## src/rtl/inst_loader_pkg.sv

```systemverilog
// Shared definitions for the instruction loader and the instruction memory it feeds.
package inst_loader_pkg;

    localparam int unsigned DEFAULT_NUM_WORDS = 1024;
    localparam logic [31:0] NOP_INSN          = 32'h0000_0013;

    typedef enum logic [2:0] {
        ST_IDLE  = 3'd0,
        ST_LEN   = 3'd1,
        ST_DATA  = 3'd2,
        ST_WRITE = 3'd3,
        ST_DONE  = 3'd4,
        ST_ERR   = 3'd5
    } state_e;

    // Byte address of instruction word idx relative to base.
    function automatic logic [31:0] word_addr(input logic [31:0] base, input logic [31:0] idx);
        return base + {idx[29:0], 2'b00};
    endfunction

endpackage

```

## src/rtl/inst_loader_byte_assembler.sv

```systemverilog
// Little-endian byte accumulator: bytes shift in from the top so the first byte
// of a group of four ends up in bits [7:0].
module byte_assembler (
    input  logic        clk,
    input  logic        rst_n,
    input  logic        clr_i,
    input  logic        xfer_i,
    input  logic [7:0]  byte_i,
    output logic [1:0]  cnt_o,
    output logic [31:0] word_o,
    output logic        last_o
);

    logic [1:0]  cnt_q, cnt_d;
    logic [31:0] acc_q, acc_d;

    // Next-state for the byte counter and the shift accumulator; clear wins over a transfer.
    always_comb begin
        cnt_d = cnt_q;
        acc_d = acc_q;
        if (clr_i) begin
            cnt_d = 2'd0;
            acc_d = 32'd0;
        end else if (xfer_i) begin
            cnt_d = cnt_q + 2'd1;
            acc_d = {byte_i, acc_q[31:8]};
        end else begin
            cnt_d = cnt_q;
            acc_d = acc_q;
        end
    end

    // Counter and accumulator registers.
    always_ff @(posedge clk or negedge rst_n) begin
        if (!rst_n) begin
            cnt_q <= 2'd0;
            acc_q <= 32'd0;
        end else begin
            cnt_q <= cnt_d;
            acc_q <= acc_d;
        end
    end

    assign cnt_o  = cnt_q;
    assign word_o = {byte_i, acc_q[31:8]};
    assign last_o = xfer_i && (cnt_q == 2'd3);

endmodule

```

## src/rtl/inst_loader.sv

```systemverilog
// Streams a length-prefixed byte image into instruction memory, one 32-bit word
// per WRITE cycle, rejecting images longer than the memory.
module inst_loader
    import inst_loader_pkg::*;
#(
    parameter int unsigned NUM_WORDS = DEFAULT_NUM_WORDS,
    parameter logic [31:0] BASE_ADDR = 32'h0000_0000
) (
    input  logic        clk,
    input  logic        rst_n,
    input  logic        start,
    input  logic        byte_valid,
    input  logic [7:0]  byte_data,
    output logic        byte_ready,
    output logic        mem_we,
    output logic [31:0] mem_addr,
    output logic [31:0] mem_wdata,
    output logic        busy,
    output logic        done,
    output logic        err
);

    localparam int unsigned IDX_W        = $clog2(NUM_WORDS + 1);
    localparam logic [31:0] NUM_WORDS_32 = 32'(NUM_WORDS);

    state_e             state_q, state_d;
    logic [IDX_W-1:0]   idx_q, idx_d, idx_next_s;
    logic [15:0]        n_q, n_d;
    logic [31:0]        mem_addr_q, mem_addr_d;
    logic [31:0]        mem_wdata_q, mem_wdata_d;
    logic               byte_ready_q, byte_ready_d;
    logic               mem_we_q, mem_we_d;
    logic               busy_q, busy_d;
    logic               done_q, done_d;
    logic               err_q, err_d;

    logic               xfer_s;
    logic               asm_clr_s;
    logic [1:0]         asm_cnt_s;
    logic [31:0]        asm_word_s;
    logic               asm_last_s;
    logic               len_last_s;

    assign xfer_s     = byte_valid && byte_ready_q;
    assign idx_next_s = idx_q + {{(IDX_W-1){1'b0}}, 1'b1};
    assign len_last_s = (state_q == ST_LEN) && xfer_s && (asm_cnt_s == 2'd1);

    byte_assembler u_byte_assembler (
        .clk    (clk),
        .rst_n  (rst_n),
        .clr_i  (asm_clr_s),
        .xfer_i (xfer_s),
        .byte_i (byte_data),
        .cnt_o  (asm_cnt_s),
        .word_o (asm_word_s),
        .last_o (asm_last_s)
    );

    // Load sequencing: length header, word assembly, write strobes, completion.
    always_comb begin
        state_d     = state_q;
        idx_d       = idx_q;
        n_d         = n_q;
        mem_addr_d  = mem_addr_q;
        mem_wdata_d = mem_wdata_q;
        asm_clr_s   = 1'b0;
        case (state_q)
            ST_IDLE: begin
                if (start) begin
                    state_d   = ST_LEN;
                    idx_d     = '0;
                    asm_clr_s = 1'b1;
                end else begin
                    state_d = ST_IDLE;
                end
            end
            ST_LEN: begin
                if (len_last_s) begin
                    // The counter is reused for data bytes, so restart it here.
                    n_d       = asm_word_s[31:16];
                    asm_clr_s = 1'b1;
                    if (asm_word_s[31:16] == 16'd0) begin
                        state_d = ST_DONE;
                    end else if ({16'd0, asm_word_s[31:16]} > NUM_WORDS_32) begin
                        state_d = ST_ERR;
                    end else begin
                        state_d = ST_DATA;
                    end
                end else begin
                    state_d = ST_LEN;
                end
            end
            ST_DATA: begin
                if (asm_last_s) begin
                    state_d     = ST_WRITE;
                    mem_wdata_d = asm_word_s;
                    mem_addr_d  = word_addr(BASE_ADDR, 32'(idx_q));
                end else begin
                    state_d = ST_DATA;
                end
            end
            ST_WRITE: begin
                idx_d = idx_next_s;
                if (32'(idx_next_s) == {16'd0, n_q}) begin
                    state_d = ST_DONE;
                end else begin
                    state_d = ST_DATA;
                end
            end
            ST_DONE:  state_d = ST_IDLE;
            ST_ERR:   state_d = ST_IDLE;
            default:  state_d = ST_IDLE;
        endcase
    end

    // Outputs are decoded from the next state so they register in step with it.
    always_comb begin
        byte_ready_d = (state_d == ST_LEN) || (state_d == ST_DATA);
        mem_we_d     = (state_d == ST_WRITE);
        busy_d       = (state_d != ST_IDLE);
        done_d       = (state_d == ST_DONE);
        err_d        = (state_d == ST_ERR);
    end

    // State, counters and registered outputs.
    always_ff @(posedge clk or negedge rst_n) begin
        if (!rst_n) begin
            state_q      <= ST_IDLE;
            idx_q        <= '0;
            n_q          <= 16'd0;
            mem_addr_q   <= BASE_ADDR;
            mem_wdata_q  <= NOP_INSN;
            byte_ready_q <= 1'b0;
            mem_we_q     <= 1'b0;
            busy_q       <= 1'b0;
            done_q       <= 1'b0;
            err_q        <= 1'b0;
        end else begin
            state_q      <= state_d;
            idx_q        <= idx_d;
            n_q          <= n_d;
            mem_addr_q   <= mem_addr_d;
            mem_wdata_q  <= mem_wdata_d;
            byte_ready_q <= byte_ready_d;
            mem_we_q     <= mem_we_d;
            busy_q       <= busy_d;
            done_q       <= done_d;
            err_q        <= err_d;
        end
    end

    assign byte_ready = byte_ready_q;
    assign mem_we     = mem_we_q;
    assign mem_addr   = mem_addr_q;
    assign mem_wdata  = mem_wdata_q;
    assign busy       = busy_q;
    assign done       = done_q;
    assign err        = err_q;

endmodule
```

## config.mk

```make
export PLATFORM = sky130hd
export DESIGN_NAME = inst_loader
export DESIGN_NICKNAME = d
export VERILOG_FILES = /design/src/rtl/inst_loader_pkg.sv /design/src/rtl/inst_loader_byte_assembler.sv /design/src/rtl/inst_loader.sv
export SDC_FILE = /design/constraint.sdc
export NUM_CORES = 1
export LEC_CHECK = 0
export CORE_UTILIZATION = 53
export CTS_BUF_LIST = sky130_fd_sc_hd__clkbuf_16
export DETAILED_ROUTE_END_ITERATION = 8
export PLACE_DENSITY = 0.8
export SLEW_MARGIN = 30
export SYNTH_ARGS = -nofsm -noshare
export SYNTH_HDL_FRONTEND = slang
export SYNTH_SLANG_ARGS = --single-unit
```

## constraint.sdc

```tcl
create_clock -name clk -period 2.4 [get_ports clk]
set_input_delay 0.36 -clock clk [delete_from_list [all_inputs] [get_ports clk]]
set_output_delay 0.36 -clock clk [all_outputs]
set_load 0.02 [all_outputs]
```

# --- Yosys cells after proc, flatten, opt, wreduce, memory -nomap -nowiden ---
# Index checks and enable logic that the tools add are counted.
word_totals:
  register_bits: 112
  inputBits: 12
op_classes:
  addsub: 2
  order_cmp: 1
  n_eq_ne: 12
  muxes: 16
  reduce_logical: 13
op_table:
  columns: ["cell", "count"]
  rows:
  - ["$mux W32", 2]
  - ["$pmux W11 S2", 1]
  - ["$eq A11 B16 Y1", 1]
  - ["$gt A16 B11 Y1 const B", 1]
  - ["$logic_not A16 Y1", 1]
  - ["$eq A3 B2 Y1 const B", 4]
  - ["$mux W3", 4]
  - ["$pmux W3 S4", 1]
  - ["$add A11 B1 Y11 const B", 1]
  - ["$mux W11", 1]
  - ["$eq A3 B1 Y1 const B", 2]
  - ["$eq A3 B3 Y1 const B", 2]
  - ["$reduce_and A2 Y1", 3]
  - ["$logic_and A1 B1 Y1", 4]
  - ["$mux W1", 4]
  - ["$mux W2", 2]
  - ["$reduce_bool A2 Y1", 2]
  - ["$logic_not A3 Y1", 1]
  - ["$reduce_bool A3 Y1", 1]
  - ["$add A2 B1 Y2 const B", 1]
  - ["$eq A2 B1 Y1 const B", 1]
  - ["$eq A2 B2 Y1 const B", 1]
  - ["$ne A2 B2 Y1 const B", 1]
  - ["$pmux W1 S2", 1]
  - ["$logic_or A1 B1 Y1", 1]

# --- Longest topological paths before layout ---
logic_depth:
  word_depth: 7
  depth_mapped: 8
  mapped_depth_nobuf: 7

# --- By module ---
# A second synthesis with hierarchy kept.
unflattened:
  hier_cells: 395
  area_unflattened_um2: 4855.9
modules_own_cells:
  columns: ["module", "instances", "cells_per_inst", "area_per_inst_um2"]
  rows:
  - ["inst_loader", 1, 301, 3701.0]
  - ["byte_assembler", 1, 94, 1154.9]

# --- Worst setup path after synthesis ---
# No wires, ideal clock.
synth_path:
  kind: "flip-flop to flip-flop"
  startpoint: "reg idx_q[0]"
  endpoint: "reg byte_ready_q, in the netlist byte_ready"
  setup_ps: 92
  arrival_ps: 2027
  setup_slack_ps: 281
  path_stages_with_launch: 9
  n_path_buf: 1
  period_less_slack_ps: 2119
  path_cell_list: "dfrtp_1 > ha_1 > nand2_1 > or3_1 > buf_2 > a21boi_0 > or3_1 > and3_4 > o31ai_2"
synth_between:
  elab_chain_len: 6
  elab_cells_between_ends: 7
  classes_between: "add/sub: 1; eq/ne: 3; mux: 2; reduce/logical: 1"
synth_rtl:
  columns: ["item", "line", "source"]
  rows:
  - ["start: declaration", "inst_loader.sv:27", "logic [IDX_W-1:0] idx_q, idx_d, idx_next_s;"]
  - ["start signal: assignment", "inst_loader.sv:140", "idx_q <= idx_d;"]
  - ["$add A11 B1 Y11 *", "inst_loader.sv:45", "assign idx_next_s = idx_q + {{(IDX_W-1){1'b0}}, 1'b1};"]
  - ["$eq A11 B16 Y1 *", "inst_loader.sv:104", "if (32'(idx_next_s) == {16'd0, n_q}) begin"]
  - ["$mux W3 *", "inst_loader.sv:104", null]
  - ["$pmux W3 S4 *", "inst_loader.sv:67", "case (state_q)"]
  - ["$eq A3 B1 Y1 / $eq A3 B2 Y1 (equally long branches)", "inst_loader.sv:118", "byte_ready_d = (state_d == ST_LEN) || (state_d == ST_DATA);"]
  - ["$logic_or A1 B1 Y1 *", "inst_loader.sv:118", null]
  - ["via byte_ready_d", "inst_loader.sv:31", "logic byte_ready_q, byte_ready_d;"]
  - ["end signal: assignment", "inst_loader.sv:144", "byte_ready_q <= byte_ready_d;"]
  - ["end: declaration", "inst_loader.sv:31", null]
# Mark *: on every way through the listed nets, which the timed path passes. The rest lies on a longest branch.
# A chain may end at the register's enable or synchronous reset.

# --- Final worst setup path ---
# Same ends and word-level chain as after synthesis.

==> reports/metrics.yaml <==
die_h_um: 96.3
cp_common_cell: "or3_1"
skew_ns: 0.00551
root_buffer: "clkbuf_16"
worstHoldStart: "mem_wdata[0]"
path_class: "reg2reg"
gp_congestion: 0.866
worstPathCellList: "ha_2 > nand2_1 > or3_1 > a21boi_0 > or3_1 > and3_4 > o31ai_2"
diodes: 0
syn_area_um2: 4710
holdCritPathClass: "reg2reg"
cts_buffers: 9
fin_crit_sh_pct: 90.2
cpPeakStageDelay_ns: 0.43
grt_max_degree: 71
wl_um: 10400
h-tree-depth: 3
power_leakage_uw: 0.00268
final_common_cell: "nand2_1"
final-instance-count-excl-fill: 677
ir_worst_vdd_uv: 618
synth_seq_cells: 104
antenna_found_initial: 0
final_area_um2: 5670
initial_core_util_pct: 54.3
clock_latency_ns: 0.35
rsz0062_at_grt: "no"
pin_count: 81
drt_iter0_drc: 234
yosys_warnings: 0
drive_gt1_share_pct: 9.67
layout_common_cells: "nand2_1 (196), dfrtp_1 (100), clkdlybuf4s50_1 (58)"
viasPerCell: 5.40
grt_overflow: 0
cts.path.max_buffers: 2
cpMaxStageDelayCell: "dfrtp_2"
core-area_um2: 8680
required_ns: 2.66
fin_tns_setup_ns: 0
crit_path_end_kind: "register"
drv_cap: 0
grt_pass1_vias: 3454
cp-endpoint: "byte_ready"
max_freq_mhz: 462
synthCells: 509
synth_edf_count: 0
cts_tree: "built"
r2r_slack_ns: 0.24
r2r_end: "byte_ready"
dp_cells: 660
status: "finished clean"
post-cts-setup-buffers: 0
async_flop_share_pct: 100
grt_usage_pct: 24.5
fin_crit_ns: 2.16
reg2reg_from: "idx_q[0]"
placed_cell_area_um2: 5330
start_kind: "register"
slew_violations: 0
power.density_nw_per_um2: 978
crit_arrival_ns: 2.43
met3_usage_pct: 4.90
grt.met2_usage_pct: 37.9
startpoint: "idx_q[0]"
area_delta_synth_final_pct: 20.4
clk_pin_slew_ns: 0.07
hold_viol: 0
dp_hpwl_um: 6960
post_drt_wl_per_cell_um: 15.3
clock-sinks: 104
met1_usage_pct: 34.3
vias: 3655
grt_pass1_wl_um: 16900
synth_area_per_cell_um2: 9.25
fin_nets: 579
synth_top_flop_cell: "dfrtp_1"
final_antenna_net_count: 0
busiest_layer: "met2"
dieWidth_um: 96.3
die_area_um2: 9260
drt-pass1-iter-count: 4
reg2reg_depth: 7
route.detailed.drc: 0
whs_ns: 0.463
num_rows: 34
setup_viol: 0
io_buffer_count: 59
crit_path_max_fanout: 8
synth_cell_types: 53
ys_seq_area_share_pct: 55.4
## Yosys cell counts (4+ instances only)
cell type,instances,area [um2]
nor2_1,16,60.1
buf_4,23,173
xnor2_1,13,114
nand2_1,196,736
o21ai_0,18,90.1
mux2_2,15,169
dfrtp_1,101,2530
o31ai_1,4,30.0
xor2_1,5,43.8
a21oi_1,29,145
nand3_1,6,30.0
nor4_1,5,31.3
clkbuf_1,19,71.3
## power breakdown
part	internal, uW	switching [uW]	total, uW
Sequential	2170	456	2630
Combinational	601	731	1330
Clock	918	662	1580
Total	3690	1850	5540
## layer usage
layer  wire, um  share of wire [%]
met1       4660                 45
met2       5060                 49
met3        525                5.1
met4        133                1.3
met5          0                  0
## per-stage QoR
step | setup slack (ns) | total power [uW] | utilization (%)
after floorplan | 0.281 | 3530 | -
after global placement | 0.238 | 3860 | 61.4
after detailed placement | 0.174 | 3960 | 61.4
after CTS | 0.150 | 5540 | 65.3
after global routing | 0.0857 | 5840 | 65.3
final | 0.235 | 5540 | 65.3
## worst min-delay path by stage
stage | endpoint | cells after the start
6_report | mem_wdata[0] | 2
3_5_place_dp | mem_wdata[2] | 1
5_1_grt | mem_wdata[0] | 2
2_1_floorplan | busy | 0
3_3_place_gp | mem_wdata[2] | 1
4_1_cts | mem_wdata[0] | 2
## area by class of cell
class	instances	area, um2
Inverter	4	15.0
Fill cell	698	3010
Multi-Input combinational cell	373	1890
Clock buffer	9	225
Sequential cell	104	2610
Tap cell	108	135
Clock inverter	7	96.3
Timing Repair Buffer	72	701
## what timing repair did
| item | 4_1_cts | 5_1_grt |
|---|---|---|
| hold buffers | 1 | 0 |
| setup endpoints to repair | 0 | 1 |
| gates resized for setup | 0 | 2 |
| hold endpoints to repair | 32 | 0 |
## critical path, delay by kind of cell, from the launching register on
family                   cells  cell delay, ns
AO/OA/AOI/OAI                2            0.36
AND/OR/NAND/NOR              4            1.04
adder cells (fa/ha/maj)      1            0.25
flip-flops                   1            0.43
## cell families (layout without fill, tap and decap cells)
logic type,Yosys count,after routing,share of synthesized area (%)
xor+xnor,18,18,3.35
simple gates,250,250,22.3
fa+ha+maj,3,3,0.797
buf+inv,52,92,6.32
compound gates,65,65,7.95
flops,104,104,55.4
mux,16,16,3.80
other cells,1,21,0.0796
## state kept, by name (all words and copies together), names as in the netlist
name	cells
state_q	3
byte_ready	1
u_byte_assembler.acc_q	24
done	1
mem_we	1
err	1
mem_wdata	32
busy	1
idx_q	11
mem_addr	11
n_q	16
u_byte_assembler.cnt_o	2
Power figures use the tool's default switching activity.
